`config.mk`:
```
export PLATFORM = sky130hd
export DESIGN_NAME = sub_chunk_seq
export DESIGN_NICKNAME = d
export VERILOG_FILES = /design/src/rtl/sub_chunk_seq.sv
export SDC_FILE = /design/constraint.sdc
export NUM_CORES = 1
export LEC_CHECK = 0
export CAP_MARGIN = 25
export CORE_ASPECT_RATIO = 2
export CORE_MARGIN = 5
export CORE_UTILIZATION = 31
export CTS_CLUSTER_SIZE = 16
export DETAILED_ROUTE_END_ITERATION = 12
export PLACE_DENSITY = 0.55
export SYNTH_ARGS = -nofsm -noshare
export SYNTH_HDL_FRONTEND = slang
export SYNTH_SLANG_ARGS = --single-unit
```
`constraint.sdc`:
```
create_clock -name clk -period 8.5 [get_ports clk]
set_input_delay 1.7 -clock clk [delete_from_list [all_inputs] [get_ports clk]]
set_output_delay 1.7 -clock clk [all_outputs]
set_load 0.01 [all_outputs]
```
`src/rtl/sub_chunk_seq.sv`:
```
// sub_chunk_seq: multi-cycle subtractor that computes A - B one CHUNK-bit
// slice per clock, LSB slice first, with a valid/ready handshake on both sides.
// Build option: define SUB_CHUNK_SEQ_BORROW_EN to expose the final borrow-out
// on the Borrow port.
module sub_chunk_seq #(
  parameter int WIDTH = 32,
  parameter int CHUNK = 8
) (
  input  logic             clk,
  input  logic             rst,
  input  logic             in_valid,
  output logic             in_ready,
  input  logic [WIDTH-1:0] A,
  input  logic [WIDTH-1:0] B,
  output logic             out_valid,
  input  logic             out_ready,
  output logic [WIDTH-1:0] Sub
`ifdef SUB_CHUNK_SEQ_BORROW_EN
  ,
  output logic             Borrow
`endif
);

  localparam int NCHUNK = WIDTH / CHUNK;
  localparam int CW     = (NCHUNK > 1) ? $clog2(NCHUNK) : 1;
  localparam logic [CW-1:0] LAST = CW'(NCHUNK - 1);

  typedef enum logic [1:0] {
    IDLE,
    RUN,
    DONE
  } state_e;

  state_e           state_q, state_d;
  logic [WIDTH-1:0] a_q, a_d;
  logic [WIDTH-1:0] b_q, b_d;
  logic [WIDTH-1:0] sub_q, sub_d;
  logic [CW-1:0]    cnt_q, cnt_d;
  logic             borrow_q, borrow_d;

  logic [31:0]      shamt;
  logic [WIDTH-1:0] a_sh, b_sh, slice_mask, sub_ins;
  logic [CHUNK:0]   diff;

  // Slice datapath: pick operand slice k, subtract with borrow-in, merge
  // the CHUNK-bit result into the current Sub word at slice position k.
  // Shifts are used instead of variable part-selects so CHUNK == WIDTH works.
  always_comb begin
    shamt      = 32'(cnt_q) * 32'(CHUNK);
    a_sh       = a_q >> shamt;
    b_sh       = b_q >> shamt;
    diff       = {1'b0, a_sh[CHUNK-1:0]} - {1'b0, b_sh[CHUNK-1:0]}
               - {{CHUNK{1'b0}}, borrow_q};
    slice_mask = WIDTH'({CHUNK{1'b1}}) << shamt;
    sub_ins    = (sub_q & ~slice_mask) | (WIDTH'(diff[CHUNK-1:0]) << shamt);
  end

  // Control FSM: accept in IDLE, one slice per cycle in RUN, hold in DONE.
  always_comb begin
    state_d  = state_q;
    a_d      = a_q;
    b_d      = b_q;
    sub_d    = sub_q;
    cnt_d    = cnt_q;
    borrow_d = borrow_q;
    case (state_q)
      IDLE: begin
        if (in_valid) begin
          a_d      = A;
          b_d      = B;
          borrow_d = 1'b0;
          cnt_d    = '0;
          state_d  = RUN;
        end
      end
      RUN: begin
        sub_d    = sub_ins;
        borrow_d = diff[CHUNK];
        if (cnt_q == LAST) begin
          state_d = DONE;
        end else begin
          cnt_d = cnt_q + 1'b1;
        end
      end
      DONE: begin
        if (out_ready) begin
          state_d = IDLE;
        end
      end
      default: state_d = IDLE;
    endcase
  end

  // State and datapath registers; reset abandons any job in flight.
  always_ff @(posedge clk or posedge rst) begin
    if (rst) begin
      state_q  <= IDLE;
      a_q      <= '0;
      b_q      <= '0;
      sub_q    <= '0;
      cnt_q    <= '0;
      borrow_q <= 1'b0;
    end else begin
      state_q  <= state_d;
      a_q      <= a_d;
      b_q      <= b_d;
      sub_q    <= sub_d;
      cnt_q    <= cnt_d;
      borrow_q <= borrow_d;
    end
  end

  assign in_ready  = (state_q == IDLE);
  assign out_valid = (state_q == DONE);
  assign Sub       = sub_q;

`ifdef SUB_CHUNK_SEQ_BORROW_EN
  // The borrow flop holds the last slice's borrow-out from DONE onward.
  assign Borrow = borrow_q;
`endif

endmodule

```
==> flow_metrics.py, run 1 <==
metrics = {
    "outcome": {
        "status": "finished clean",
    },
    "die": {
        "dieWidth_um": 96.49,
        "coreArea_um2": 14740,
        "rows": 63,
        "io_pins": 102,
        "die_area_um2": 17660,
        "start_util": 0.3147,
        "die_h_um": 183.0,
    },
    "cts": {
        "cts.sinks": 101,
        "cts_buffers": 9,
        "clkTransAtPathRegs_ns": 0.07,
        "cts_root_buffer": "clkbuf_16",
        "cts_tree": "yes",
        "cts_setup_buffers": 0,
        "clk-insertion-delay-late_ns": 0.34,
        "ctsHtreeMaxLevel": 3,
        "cts_max_path_buffers": 2,
        "cts_resized": 0,
        "ctsHoldBuffers": 0,
    },
    "timing": {
        "finalSetupViolCount": 0,
        "rsz0062_at_grt": "no",
        "fmax_mhz": 273.0,
        "drv_slew": 0,
        "final_hold_viol_count": 0,
        "maxSlewHeadroom": 0.4329,
        "min_period_ns": 3.663,
        "skew_ns": 0.009657,
        "finalCritPeriodShare": 0.4310,
        "setup_tns_ns": 0,
        "worst_pin_slew_ns": 0.8507,
    },
    "hold_path": {
        "hp-class": "reg -> reg",
    },
    "setup_path": {
        "required_ns": 8.72,
        "cp.arrival_ns": 3.88,
        "start_kind": "flop",
        "cp_max_fo": 15,
        "worstSetupPathType": "reg -> reg",
        "endpoint_kind": "flop",
    },
    "placement": {
        "portBuffers": 101,
        "dp_hpwl_mm": 8.537,
        "routabilityCongestion": 0.8153,
    },
    "yosys": {
        "ys_seq_area_frac": 0.5449,
        "synthMuxAreaShare": 0.2355,
        "ys_seq_elements": 101,
        "yosys_warnings": 0,
        "synth_compound_area_frac": 0.08147,
        "synthSimpleGateAreaFrac": 0.03723,
        "synth_xor_area_frac": 0.01457,
        "ys_types": 32,
        "synthesis.nets": 416,
        "syn_avg_cell_area_um2": 14.06,
        "synth-adder-area-share": 0.05179,
        "synth_area_um2": 4638,
        "synth_top_family_by_area": "multiplexers",
        "syn_inst": 330,
    },
    "drt": {
        "drc": 0,
        "vias": 2974,
        "wirelength_mm": 10.92,
        "dr.pass1.iters": 4,
        "initialDrtViolationCount": 72,
        "vias_per_cell": 4.706,
        "ant_nets": 0,
        "wl_per_cell_um": 17.27,
    },
    "global_route": {
        "busiest_layer": "met2",
        "gr-usage-met2": 0.2434,
        "grt.overflow.total": 0,
        "antenna_found_initial": 0,
        "grt_start_max_net_pins": 67,
        "grt.total_usage": 0.1309,
        "met1_usage": 0.1411,
        "grt_pass1_vias": 3289,
        "met3_usage": 0.01929,
        "grt_first_pass_wirelength_mm": 17.40,
    },
    "layout": {
        "insertedDiodeCount": 0,
        "area_growth_pct": 33.56,
        "drive_above_1_share": 0.2403,
        "fin_nets": 519,
    },
    "run": {
        "maxCapViolations": 0,
    },
}
## state kept, by name, indices dropped and copies added, names as in the netlist
name	cells
cnt_q	2
a_q	32
Sub	32
b_q	32
borrow_q	1
state_q	2
## logic make-up (layout without fill, tap and decap cells)
kind of cell,Yosys count,after routing
compound gates,47,47
xor+xnor,6,6
fa+ha+maj,18,18
buf+inv,39,146
flops,101,101
mux,81,81
simple gates,38,38
## worst max-delay path, cell delays in order, from the launching register on
cell	delay (ns)
dfrtp_1	0.76
buf_4	0.37
mux4_2	0.55
fa_1	0.44
fa_1	0.45
nand2b_1	0.18
a31o_2	0.26
a21oi_1	0.17
xnor2_1	0.14
a22o_1	0.23
## cells in the mapped netlist, drive strengths merged
master | instances | area share
nor2 | 6 | 0.0049
fa | 2 | 0.0086
dfrtp | 101 | 0.54
inv | 26 | 0.021
a31o | 1 | 0.0019
a31oi | 1 | 0.0013
nor3 | 5 | 0.0054
xor2 | 2 | 0.0038
a211oi | 1 | 0.0016
nand2b | 4 | 0.0054
and2 | 1 | 0.0013
a21o | 2 | 0.0032
nand3 | 5 | 0.0054
mux2 | 65 | 0.16
buf | 6 | 0.0078
or3 | 1 | 0.0013
o22a | 1 | 0.0019
nand2 | 15 | 0.012
clkbuf | 7 | 0.0057
a22o | 24 | 0.045
nor2b | 1 | 0.0013
o21ai | 12 | 0.013
a2111oi | 1 | 0.0059
mux4 | 16 | 0.078
ha | 16 | 0.043
a21oi | 2 | 0.0022
o21a | 1 | 0.0016
xnor2 | 4 | 0.011
o41ai | 1 | 0.0035
## metal layers
layer	wire length [um]	share of wire	vias up
met5	0	0	-
met4	248	0.023	0
met3	445	0.041	12
met2	6319	0.58	68
met1	3903	0.36	1500
li1	-	-	1394
## final cells by class
| type | count | area [um2] |
|---|---|---|
| clock buffers | 11 | 232.7 |
| well taps | 195 | 244.0 |
| multi-input cells | 190 | 1952 |
| fillers | 1414 | 8546 |
| clock inverters | 4 | 97.59 |
| repair buffers | 105 | 1041 |
| inverters | 26 | 100.1 |
| flip-flops and latches | 101 | 2527 |
## final timing paths
kind / endpoint / start / slack, ns / cells after the start
min in group asynchronous: b_q[1] / rst / 1.74 / 2
max in group asynchronous: b_q[18] / rst / 5.55 / 3
min: Sub[13] / Sub[13] / 0.49 / 2
min reg2reg: Sub[13] / Sub[13] / 0.49 / 2
max reg2reg: Sub[22] / cnt_q[0] / 4.84 / 9
max: Sub[22] / cnt_q[0] / 4.84 / 9
## stage by stage
| step | hold slack, ns | instance area [um2] | cells | setup WS (ns) | util |
|---|---|---|---|---|---|
| CTS | 0.4950 | 6195 | 632 | 4.752 | 0.4203 |
| floorplan | 0.4752 | 4638 | 330 | 4.153 | - |
| detailed placement | 0.4796 | 5864 | 617 | 4.771 | 0.3978 |
| global placement | 0.4774 | 5864 | 617 | 4.873 | 0.3978 |
| finish | 0.4906 | 6195 | 632 | 4.837 | 0.4203 |
| global route | 0.5231 | 6195 | 632 | 4.570 | 0.4203 |
## cells in the final DEF (no fill, tap or decap), drive strengths merged, types with 11 or more instances in the layout
| cell type | synthesis | layout |
|---|---|---|
| mux4 | 16 | 16 |
| nand2 | 15 | 15 |
| o21ai | 12 | 12 |
| clkbuf | 7 | 11 |
| ha | 16 | 16 |
| clkdlybuf4s50 | 0 | 101 |
| a22o | 24 | 24 |
| dfrtp | 101 | 101 |
| mux2 | 65 | 65 |
| inv | 26 | 26 |
Power of run 1 is not shown: default switching activity piles up to over one toggle a cycle in this logic, so the estimate is an artifact.
==> inputs of run 2 (changes only) <==
--- a/config.mk
+++ b/config.mk
@@ -11,7 +11,7 @@
 export CORE_UTILIZATION = 31
 export CTS_CLUSTER_SIZE = 16
 export DETAILED_ROUTE_END_ITERATION = 12
-export PLACE_DENSITY = 0.55
+export PLACE_DENSITY = 0.57
 export SYNTH_ARGS = -nofsm -noshare
 export SYNTH_HDL_FRONTEND = slang
 export SYNTH_SLANG_ARGS = --single-unit
==> constraint.sdc (replaced) <==
create_clock -name clk -period 3.2 [get_ports clk]
set_input_delay 0.64 -clock clk [delete_from_list [all_inputs] [get_ports clk]]
set_output_delay 0.64 -clock clk [all_outputs]
set_load 0.01 [all_outputs]
==> flow_metrics.py, run 2 (synthesized netlist as in run 1, its figures left out) <==
metrics = {
    "cts": {
        "ctsHoldBuffers": 0,
        "cts_setup_buffers": 0,
        "cts_buffers": 9,
        "cts.sinks": 101,
        "cts_root_buffer": "clkbuf_16",
        "cts_resized": 0,
        "cts_max_path_buffers": 2,
        "clkTransAtPathRegs_ns": 0.07,
        "ctsHtreeMaxLevel": 3,
        "clk-insertion-delay-late_ns": 0.34,
        "cts_tree": "yes",
    },
    "hold_path": {
        "min_from": "Sub[13]",
        "min_to": "Sub[13]",
        "whs_path_depth": 2,
        "hp-class": "reg -> reg",
    },
    "die": {
        "coreArea_um2": 14740,
        "die_h_um": 183.0,
        "start_util": 0.3147,
        "rows": 63,
        "io_pins": 102,
        "dieWidth_um": 96.49,
        "die_area_um2": 17660,
    },
    "setup_path": {
        "crit_buf_inv": 0,
        "required_ns": 3.43,
        "path_delay_family": "adder cells",
        "worstSetupPathType": "reg -> reg",
        "endpoint_kind": "flop",
        "r2r-end": "Sub[30]",
        "cp.arrival_ns": 3.17,
        "worstPathCellList": "mux4_2, fa_1, fa_1, nand2b_1, a31o_2, a21oi_1, xnor2_1, a22o_1",
        "r2r-start": "cnt_q[0]",
        "cp_max_fo": 5,
        "start_kind": "flop",
        "reg2reg_slack_ns": 0.25,
        "reg2reg_depth": 8,
        "cpMostUsedCell": "fa_1",
        "crit_slowest_cell": "mux4_2",
        "critPathMaxStageDelay_ns": 0.53,
    },
    "global_route": {
        "antenna_found_initial": 0,
        "grt_start_max_net_pins": 102,
        "grt_first_pass_wirelength_mm": 18.18,
        "grt.total_usage": 0.1390,
        "grt_pass1_vias": 3384,
        "grt.overflow.total": 0,
    },
    "drt": {
        "drc": 0,
        "dr.pass1.iters": 4,
        "ant_nets": 0,
        "wirelength_mm": 11.45,
        "initialDrtViolationCount": 103,
        "wl_per_cell_um": 17.97,
        "vias": 2997,
        "vias_per_cell": 4.705,
    },
    "timing": {
        "finalWorstSetupSlack_ns": 0.2513,
        "rsz0062_at_grt": "no",
        "fmax_mhz": 339.1,
        "drv_slew": 0,
        "finalCritPeriodShare": 0.9215,
        "final_hold_viol_count": 0,
        "worst_pin_slew_ns": 0.7178,
        "maxSlewHeadroom": 0.5178,
        "setup_tns_ns": 0,
        "finalSetupViolCount": 0,
        "min_period_ns": 2.949,
        "skew_ns": 0.007728,
    },
    "layout": {
        "utilization": 0.4229,
        "final_common_cell": "clkdlybuf4s50_1",
        "area_growth_pct": 34.39,
        "fin_nets": 523,
        "layout_common_cells": "clkdlybuf4s50_1 (101), dfrtp_1 (100), mux2_2 (65)",
        "drive_above_1_share": 0.2557,
        "insertedDiodeCount": 0,
    },
    "placement": {
        "routabilityCongestion": 0.8044,
        "place_ws_ns": 0.1877,
        "dp_hpwl_mm": 9.029,
        "portBuffers": 101,
    },
    "outcome": {
        "status": "finished clean",
    },
    "run": {
        "maxCapViolations": 0,
    },
}
[run 2: changes by cell type in the layout (fill, tap and decap cells not counted), sizes merged]
cell / before / now
buf: 4 / 8
clkinv: 0 / 3
bufinv: 3 / 1
clkbuf: 11 / 9
clkinvlp: 1 / 2
inv: 26 / 27
[run 2: worst register-to-register path, cell delays in order (launching register included)]
cell and delay (ns):
dfrtp_2 0.45, mux4_2 0.54, fa_1 0.43, fa_1 0.44
nand2b_1 0.18, a31o_2 0.26, a21oi_1 0.18, xnor2_1 0.15
a22o_1 0.22
[run 2: how the worst max path moves through the flow]
| stage | from | slack (ns) | endpoint | cells past startpoint |
|---|---|---|---|---|
| 2_1_floorplan | cnt_q[0] | 0.04 | Sub[14] | 10 |
| 3_3_place_gp | cnt_q[0] | 0.22 | Sub[23] | 10 |
| 3_5_place_dp | cnt_q[0] | 0.19 | Sub[23] | 10 |
| 4_1_cts | cnt_q[0] | 0.16 | Sub[30] | 8 |
| 5_1_grt | cnt_q[0] | 0.08 | Sub[22] | 8 |
| 6_report | cnt_q[0] | 0.25 | Sub[30] | 8 |
[run 2: cell type report]
class | count | area [um2]
Clock buffer | 9 | 225.2
Clock inverter | 7 | 73.82
Fill cell | 1412 | 8507
Inverter | 26 | 101.3
Multi-Input combinational cell | 190 | 1952
Sequential cell | 101 | 2529
Tap cell | 195 | 244.0
Timing Repair Buffer | 109 | 1109
[run 2: per-stage QoR]
step           std cells  area (um2)  hold WS, ns
2_1_floorplan        330        4643       0.4752
5_1_grt              637        6233       0.5176
3_3_place_gp         621        5933       0.4774
6_report             637        6233       0.4851
4_1_cts              637        6232       0.4953
3_5_place_dp         621        5933       0.4790
[run 2: layer usage]
| layer | GRT usage | wire [um] | vias up |
|---|---|---|---|
| met5 | 0 | 0 | - |
| met4 | 0.04722 | 182 | 0 |
| met3 | 0.02381 | 418 | 10 |
| met2 | 0.2727 | 6960 | 69 |
| met1 | 0.1410 | 3885 | 1525 |
| li1 | - | - | 1393 |
Power of run 2 is left out for the same reason.
